==> config.mk <==
export PLATFORM = sky130hd
export DESIGN_NAME = mem_port_arbiter
export DESIGN_NICKNAME = d
export VERILOG_FILES = /design/src/rtl/riscv_defines.sv /design/src/rtl/mem_port_arbiter.sv
export SDC_FILE = /design/constraint.sdc
export NUM_CORES = 1
export LEC_CHECK = 0
export CORE_ASPECT_RATIO = 0.75
export CORE_UTILIZATION = 38
export CTS_CLUSTER_SIZE = 30
export DETAILED_ROUTE_END_ITERATION = 10
export PLACE_DENSITY = 0.86
export SLEW_MARGIN = 20
export SYNTH_ARGS = -nofsm -noshare
export SYNTH_HDL_FRONTEND = slang
export SYNTH_SLANG_ARGS = --single-unit
==> constraint.sdc <==
create_clock -name clk -period 1.9 [get_ports clk]
set_clock_uncertainty 0.1 [all_clocks]
set_input_delay 0.285 -clock clk [delete_from_list [all_inputs] [get_ports clk]]
set_output_delay 0.285 -clock clk [all_outputs]
set_load 0.02 [all_outputs]
==> src/rtl/riscv_defines.sv <==
// ---------------------------------------------------------------------------
// riscv_defines
// Shared type definitions for the core's memory-side blocks.
//
// Contents:
//    arb_owner_e  - which requester owns the transaction on the shared port
//    arb_state_e  - phase of the single outstanding memory transaction
//    BE_WIDTH     - byte-enable width of the 32-bit data path
// ---------------------------------------------------------------------------
package riscv_defines;

   localparam int BE_WIDTH = 4;

   // Owner of the transaction currently held by the arbiter. OWN_IF is the
   // reset value, so an aborted transaction never looks like a data access.
   typedef enum logic {
      OWN_IF  = 1'b0,
      OWN_LSU = 1'b1
   } arb_owner_e;

   // IDLE: free to arbitrate. REQ: request presented, waiting for the memory
   // to accept it. WAIT: accepted, waiting for the response beat.
   typedef enum logic [1:0] {
      ARB_IDLE = 2'd0,
      ARB_REQ  = 2'd1,
      ARB_WAIT = 2'd2
   } arb_state_e;

endpackage

==> src/rtl/mem_port_arbiter.sv <==
// ---------------------------------------------------------------------------
// mem_port_arbiter
// Shares one memory port between the instruction fetch unit (IF) and the
// load/store unit (LSU). Only one transaction is ever in flight: it is
// captured in IDLE, presented in REQ until the memory grants it, and
// finished in WAIT when the response beat arrives (writes included).
//
// Parameters:
//    MEM_ADDR_WIDTH - memory byte address width
//    DATA_WIDTH     - data width
//    LSU_MAX        - consecutive LSU wins allowed while IF is waiting
//
// Ports:
//    clk, rst_n                  - clock, asynchronous active-low reset
//    if_req_i / if_addr_i        - fetch request, held until if_gnt_o
//    if_gnt_o / if_rvalid_o /
//    if_rdata_o                  - fetch grant pulse, response, read data
//    lsu_req_i / lsu_we_i /
//    lsu_be_i / lsu_addr_i /
//    lsu_wdata_i                 - data access request, held until lsu_gnt_o
//    lsu_gnt_o / lsu_rvalid_o /
//    lsu_rdata_o                 - data grant pulse, response, read data
//    mem_req_o / mem_addr_o /
//    mem_we_o / mem_be_o /
//    mem_wdata_o                 - shared memory port request
//    mem_gnt_i / mem_rvalid_i /
//    mem_rdata_i                 - memory grant, response valid, read data
//    if_stall_o / ex_stall_o     - stall requests to pipeline control
//    protocol_err_o              - pulse on a response nobody is waiting for
// ---------------------------------------------------------------------------
module mem_port_arbiter
   import riscv_defines::*;
#(
   parameter int MEM_ADDR_WIDTH = 32,
   parameter int DATA_WIDTH     = 32,
   parameter int LSU_MAX        = 3
) (
   input  logic                      clk,
   input  logic                      rst_n,

   input  logic                      if_req_i,
   input  logic [MEM_ADDR_WIDTH-1:0] if_addr_i,
   output logic                      if_gnt_o,
   output logic                      if_rvalid_o,
   output logic [DATA_WIDTH-1:0]     if_rdata_o,

   input  logic                      lsu_req_i,
   input  logic                      lsu_we_i,
   input  logic [BE_WIDTH-1:0]       lsu_be_i,
   input  logic [MEM_ADDR_WIDTH-1:0] lsu_addr_i,
   input  logic [DATA_WIDTH-1:0]     lsu_wdata_i,
   output logic                      lsu_gnt_o,
   output logic                      lsu_rvalid_o,
   output logic [DATA_WIDTH-1:0]     lsu_rdata_o,

   output logic                      mem_req_o,
   output logic [MEM_ADDR_WIDTH-1:0] mem_addr_o,
   output logic                      mem_we_o,
   output logic [BE_WIDTH-1:0]       mem_be_o,
   output logic [DATA_WIDTH-1:0]     mem_wdata_o,
   input  logic                      mem_gnt_i,
   input  logic                      mem_rvalid_i,
   input  logic [DATA_WIDTH-1:0]     mem_rdata_i,

   output logic                      if_stall_o,
   output logic                      ex_stall_o,
   output logic                      protocol_err_o
);

   // Counter just wide enough to hold LSU_MAX; kept at least one bit wide
   // so a degenerate LSU_MAX of 0 still elaborates.
   localparam int STARVE_W = (LSU_MAX > 0) ? $clog2(LSU_MAX + 1) : 1;
   localparam logic [STARVE_W-1:0] STARVE_MAX = STARVE_W'(LSU_MAX);
   localparam logic [STARVE_W-1:0] STARVE_ONE = STARVE_W'(1);

   arb_state_e                state_q, state_d;
   arb_owner_e                owner_q, owner_d;
   logic [STARVE_W-1:0]       starve_q, starve_d;
   logic [MEM_ADDR_WIDTH-1:0] addr_q, addr_d;
   logic                      we_q, we_d;
   logic [BE_WIDTH-1:0]       be_q, be_d;
   logic [DATA_WIDTH-1:0]     wdata_q, wdata_d;
   logic                      lsu_wins;
   logic                      fsm_busy;

   // Arbitration decision. The LSU normally has priority because a stalled
   // data access blocks the whole pipeline, but once it has beaten a waiting
   // fetch LSU_MAX times in a row the fetch is let through.
   always_comb begin
      lsu_wins = lsu_req_i && !(if_req_i && (starve_q == STARVE_MAX));
   end

   // State and captured-request registers. The captured fields are what the
   // memory port shows while in REQ, so requesters may change their inputs
   // as soon as they have been granted.
   always_ff @(posedge clk or negedge rst_n) begin
      if (!rst_n) begin
         state_q  <= ARB_IDLE;
         owner_q  <= OWN_IF;
         starve_q <= '0;
         addr_q   <= '0;
         we_q     <= 1'b0;
         be_q     <= '0;
         wdata_q  <= '0;
      end else begin
         state_q  <= state_d;
         owner_q  <= owner_d;
         starve_q <= starve_d;
         addr_q   <= addr_d;
         we_q     <= we_d;
         be_q     <= be_d;
         wdata_q  <= wdata_d;
      end
   end

   // Next-state logic and all outputs. Grants and responses are routed to
   // the current owner combinationally so neither side loses a cycle, and
   // everything not explicitly driven in a state stays at zero.
   always_comb begin
      state_d        = state_q;
      owner_d        = owner_q;
      starve_d       = starve_q;
      addr_d         = addr_q;
      we_d           = we_q;
      be_d           = be_q;
      wdata_d        = wdata_q;

      if_gnt_o       = 1'b0;
      if_rvalid_o    = 1'b0;
      if_rdata_o     = '0;
      lsu_gnt_o      = 1'b0;
      lsu_rvalid_o   = 1'b0;
      lsu_rdata_o    = '0;
      mem_req_o      = 1'b0;
      mem_addr_o     = '0;
      mem_we_o       = 1'b0;
      mem_be_o       = '0;
      mem_wdata_o    = '0;
      protocol_err_o = 1'b0;

      case (state_q)
         ARB_IDLE: begin
            // Nothing is outstanding, so any response here is stray.
            protocol_err_o = mem_rvalid_i;
            if (lsu_wins) begin
               state_d = ARB_REQ;
               owner_d = OWN_LSU;
               addr_d  = lsu_addr_i;
               we_d    = lsu_we_i;
               be_d    = lsu_be_i;
               wdata_d = lsu_wdata_i;
               // Only a fetch that is actually waiting accumulates starvation.
               if (if_req_i) begin
                  if (starve_q != STARVE_MAX) begin
                     starve_d = starve_q + STARVE_ONE;
                  end
               end else begin
                  starve_d = '0;
               end
            end else if (if_req_i) begin
               // Fetches are read-only, so the write fields are cleared.
               state_d  = ARB_REQ;
               owner_d  = OWN_IF;
               addr_d   = if_addr_i;
               we_d     = 1'b0;
               be_d     = '0;
               wdata_d  = '0;
               starve_d = '0;
            end else begin
               starve_d = '0;
            end
         end

         ARB_REQ: begin
            mem_req_o      = 1'b1;
            mem_addr_o     = addr_q;
            mem_we_o       = we_q;
            mem_be_o       = be_q;
            mem_wdata_o    = wdata_q;
            protocol_err_o = mem_rvalid_i;
            if (mem_gnt_i) begin
               state_d = ARB_WAIT;
               if (owner_q == OWN_LSU) begin
                  lsu_gnt_o = 1'b1;
               end else begin
                  if_gnt_o = 1'b1;
               end
            end
         end

         ARB_WAIT: begin
            if (mem_rvalid_i) begin
               state_d = ARB_IDLE;
               if (owner_q == OWN_LSU) begin
                  lsu_rvalid_o = 1'b1;
                  lsu_rdata_o  = mem_rdata_i;
               end else begin
                  if_rvalid_o = 1'b1;
                  if_rdata_o  = mem_rdata_i;
               end
            end
         end

         default: begin
            state_d = ARB_IDLE;
         end
      endcase
   end

   // Stall requests. The execute stage is also held while its own access is
   // still in flight, released in the very cycle the response arrives.
   always_comb begin
      fsm_busy   = (state_q != ARB_IDLE);
      if_stall_o = if_req_i && !if_gnt_o;
      ex_stall_o = (lsu_req_i && !lsu_gnt_o) ||
                   ((owner_q == OWN_LSU) && fsm_busy && !mem_rvalid_i);
   end

endmodule
# Word-level counts from Yosys, hierarchy flattened
# Cells that the tools add are included.
# word_totals
register_bits	74
out_inout_bits	141
elab_cells	73
# classes
addsub	1
eq_ne	8
mux	39
n_reduce_logical	18
# ops
cell	n
$mux W32	12
$mux W1	16
$mux W2	7
$mux W4	3
$logic_and A1 B1 Y1	6
$ne A2 B2 Y1 const B	3
$pmux W2 S3	1
$eq A2 B2 Y1 const B	2
$logic_not A1 Y1	4
$reduce_and A2 Y1	2
$reduce_bool A2 Y1	2
$ne A3 B2 Y1 const B	1
$ne A3 B3 Y1 const B	1
$reduce_and A3 Y1	1
$add A2 B1 Y2 const B	1
$eq A2 B1 Y1 const B	1
$logic_not A2 Y1	1
$reduce_or A2 Y1	1
$logic_or A1 B1 Y1	1

# Longest topological paths before layout
# depth
depth_word	6
mapped_depth	6
ltp_nobuf	4

# Least setup slack after synthesis
# Ideal clock, no wire load.
# synth_path
path_kind	register to output
from	register state_q[0]
to	output port if_rdata_o[22]
arrival_time_ps	1439
t_required_ps	1515
path_slack_ps	76
stages_incl_launch_ff	5
n_path_buf	1
cell_sequence	dfrtp_1 nand2b_1 nor3_2 clkbuf_1 and2_1
# synth_via
elab_chain_cells	2
# synth_rtl
element	line	source
start: declaration	mem_port_arbiter.sv:76	arb_state_e state_q, state_d;
start signal: assignment	mem_port_arbiter.sv:106	state_q <= state_d;
$eq A2 B2 Y1	mem_port_arbiter.sv:141	case (state_q)
$mux W32	mem_port_arbiter.sv:141	
end: declaration	mem_port_arbiter.sv:45	output logic [DATA_WIDTH-1:0] if_rdata_o,
# No other way between the ends.

# Worst setup path in the final report
# layout_path
from	register state_q[0]
to	output port lsu_rdata_o[7]
# layout_via
elab_chain_cells	2
# layout_rtl
element	line	source
$eq A2 B2 Y1	mem_port_arbiter.sv:141	
$mux W32	mem_port_arbiter.sv:141	
end: declaration	mem_port_arbiter.sv:54	output logic [DATA_WIDTH-1:0] lsu_rdata_o,
# No other way between the ends.

==> impl_metrics.csv <==
group,metric,value,unit
logic_synthesis,synth_area_leaders,"dfrtp_1, and2_1, a31oi_4",
logic_synthesis,synth_commonest_cells,"and2_1, dfrtp_1, nand2_1",
die,row_count,34,
logic_synthesis,synthMuxAreaShare,0,%
final_layout,syn2layout_area_growth,81.5,%
setup_path,max_stage_delay,0.39,ns
sta,finalMaxSlewViolations,0,
die,start_util,39.0,%
final_layout,n_antenna_cell,0,
logic_synthesis,synth_adder_area_share,0.277,%
final_layout,fin_util,70.8,%
die,fp.dieH,96.4,um
logic_synthesis,synth_top_area_share,41.0,%
route,avgViaCountPerCell,4.89,
clock_network,clock-sinks,74,
clock_network,cts_tree,"built",
placement,portBuffers,279,
route,drc,0,
setup_path,worstPathMaxFanout,6,
sta,setup_ws,-0.222,ns
route,postRouteAntennaNets,0,
logic_synthesis,syn-num-nets,584,
logic_synthesis,avgSynthCellArea,10.2,um^2
logic_synthesis,synth_top_family_by_area,"simple AND/OR/NAND/NOR gates",
die,design.core.area,11600,um^2
logic_synthesis,yosys_most_used_dff,"dfrtp_1",
setup_path,arrival,1.74,ns
logic_synthesis,synth_seq_cells,74,
setup_path,cp_top_family,"simple AND/OR/NAND/NOR gates",
setup_path,critPathBufInv,4,
final_layout,finalNetCount,891,
status,status,"finished with violations",
logic_synthesis,ys_async_sr_fraction,100,%
global_route,grt_antenna_before_repair,0,
logic_synthesis,synth.distinct_cells,29,
route,drt-wirelength-per-cell,17.8,um
global_route,grt_max_degree,44,
logic_synthesis,synth_xor_area_share,0,%
logic_synthesis,synth_simple_gate_area_share,26.5,%
clock_network,clock-root-buffer,"clkbuf_16",
clock_network,insertion_delay,0.33,ns
placement,hpwl,11.0,mm
clock_network,numCtsBuffers,9,
sta,grt_setup_unrepaired,"yes",
setup_path,start_kind,"register",
setup_path,cp-end-kind,"output port",
route,drtIter0Drc,168,
logic_synthesis,synth_compound_area_share,26.5,%
clock_network,path_clk_slew,0.06,ns
power,powerDensity,1420,nW/um^2
clock_network,clockBufferDepth,2,
logic_synthesis,ys_seq_area_share,41.0,%
final_layout,final_area,8190,um^2
setup_path,critPathKind,"register to output port",
placement,dpl_cell_area,7610,um^2
final_layout,drive_gt1_share,39.4,%
logic_synthesis,yosysWarningCount,0,
setup_path,path_cells,"nand2b_4 > nor3_4 > buf_6 > buf_6 > buf_6 > and2_4 > buf_6",
die,pin_count,280,
sta,period_needed,2.12,ns
sta,slew_headroom,66.7,%
power,p_leak,3.71,nW
global_route,track_usage,25.0,%
clock_network,htreeDepth,3,
final_layout,instances_no_fill,918,
route,drt_wl_total,16.3,mm
status,violations,"negative setup slack",
sta,hold_viol_final,0,
setup_path,crit_slowest_cell,"dfrtp_1",
sta,fmax,471,MHz
logic_synthesis,syn_area,4520,um^2
logic_synthesis,synth_most_common_cell,"and2_1",
sta,period_share,112,%
setup_path,cp.required,1.51,ns
setup_path,crit_path_frequent_cell,"buf_6",
placement,place_congestion,0.766,
job,maxCapViolCount,0,
logic_synthesis,synth_edf_count,0,
worst_hold_path,hp-class,"input port to async pin",
die,dieArea,12300,um^2
power,irDropWorstVdd,0.000750,V
global_route,overflow,0,
die,die_x,128,um
logic_synthesis,synth_cells,444,
sta,setup_viol,139,
route,dr_total_vias,4492,
global_route,grt_pass1_wl,23.6,mm
final_layout,n_fill_cell,861,
placement,dp.cells,874,
sta,worst_slew_pin_slew,0.500,ns
global_route,grt_pass1_vias,4493,
logic_synthesis,yosys.area.top_type,"dfrtp_1",
route,dr.pass1.iters,6,
power breakdown:
part           total, W  leakage [nW]  switching (W)  internal [W]
clock           0.00168         0.135       0.000657       0.00102
combinational   0.00724          2.68        0.00360       0.00364
sequential      0.00271         0.893       0.000403       0.00231
final timing paths:
path / slack (ns) / from / endpoint / cells past startpoint
setup / recovery: -0.22 / state_q[0]$_DFFE_PN0P_ / lsu_rdata_o[7] / 7
hold / removal: 0.37 / rst_n / wdata_q[21]$_DFFE_PN0P_ / 2
setup reg to reg: 0.08 / state_q[1]$_DFFE_PN0P_ / wdata_q[13]$_DFFE_PN0P_ / 7
hold reg to reg: 0.40 / wdata_q[19]$_DFFE_PN0P_ / wdata_q[19]$_DFFE_PN0P_ / 1
max in group asynchronous: 0.74 / rst_n / state_q[1]$_DFFE_PN0P_ / 3
min in group clk: 0.37 / mem_rvalid_i / state_q[1]$_DFFE_PN0P_ / 3
sequential cells by signal, summed over array words and instances (netlist names):
signal,cells
be_q,4
we_q,1
state_q,2
addr_q,32
starve_q,2
wdata_q,32
owner_q,1
routing by layer:
| metal | track usage, % | up-vias | part of all wire [%] |
|---|---|---|---|
| met5 | 0 | - | 0 |
| met2 | 43.5 | 169 | 50 |
| met1 | 32.0 | 2195 | 44 |
| met4 | 5.78 | 0 | 0.75 |
| li1 | - | 2118 | - |
| met3 | 5.34 | 10 | 4.7 |
through the flow:
step / hold slack, ns / power (W) / setup WS (ns) / TNS, ns
after floorplan: -0.111 / 0.00654 / 0.0759 / 0
after global placement: 0.171 / 0.00900 / -0.519 / -39.39
after detailed placement: 0.187 / 0.00917 / -0.572 / -42.65
after CTS: 0.343 / 0.0108 / -0.220 / -15.24
after global routing: 0.380 / 0.0122 / -0.286 / -26.18
final: 0.366 / 0.0116 / -0.222 / -17.31
cells in the final DEF (no fill, tap or decap), types with 2 or more instances in the layout:
master and count:
buf_8 3, nor3_4 2, nor2_1 2, clkbuf_2 7, buf_2 11, and2_4 42, nand2_1 67, a21oi_1 32
and2_1 92, o21ai_0 2, clkdlybuf4s50_1 136, dfrtp_1 73, clkinvlp_4 3, a31oi_4 30, buf_6 63, buf_12 10
buf_4 99, nand3_1 2, a31oi_1 2, nor2_2 2, clkbuf_16 13, a22o_1 37
repair_timing:
item,in CTS,in global routing
hold buffers,1,0
setup endpoints to repair,141,141
buffers inserted,10,14
cloned,3,5
pin swaps,6,4
resized for setup,564,240
hold endpoints to repair,37,0
cell families (layout without fill, tap and decap cells):
kind of cell | after synthesis | count (layout)
simple gates | 217 | 217
compound gates | 110 | 110
flops | 74 | 74
buf+inv | 42 | 354
fa+ha+maj | 1 | 1
layout make-up:
class	count	area (um^2)	area share (%)
Tap cell	162	203	2.47
Multi-Input combinational cell	328	2550	31.2
Clock inverter	6	66.3	0.809
Inverter	2	7.51	0.0916
Clock buffer	10	229	2.79
Timing Repair Buffer	336	3280	40.0
Sequential cell	74	1850	22.6
No activity file was read; power rests on OpenSTA's default activity.
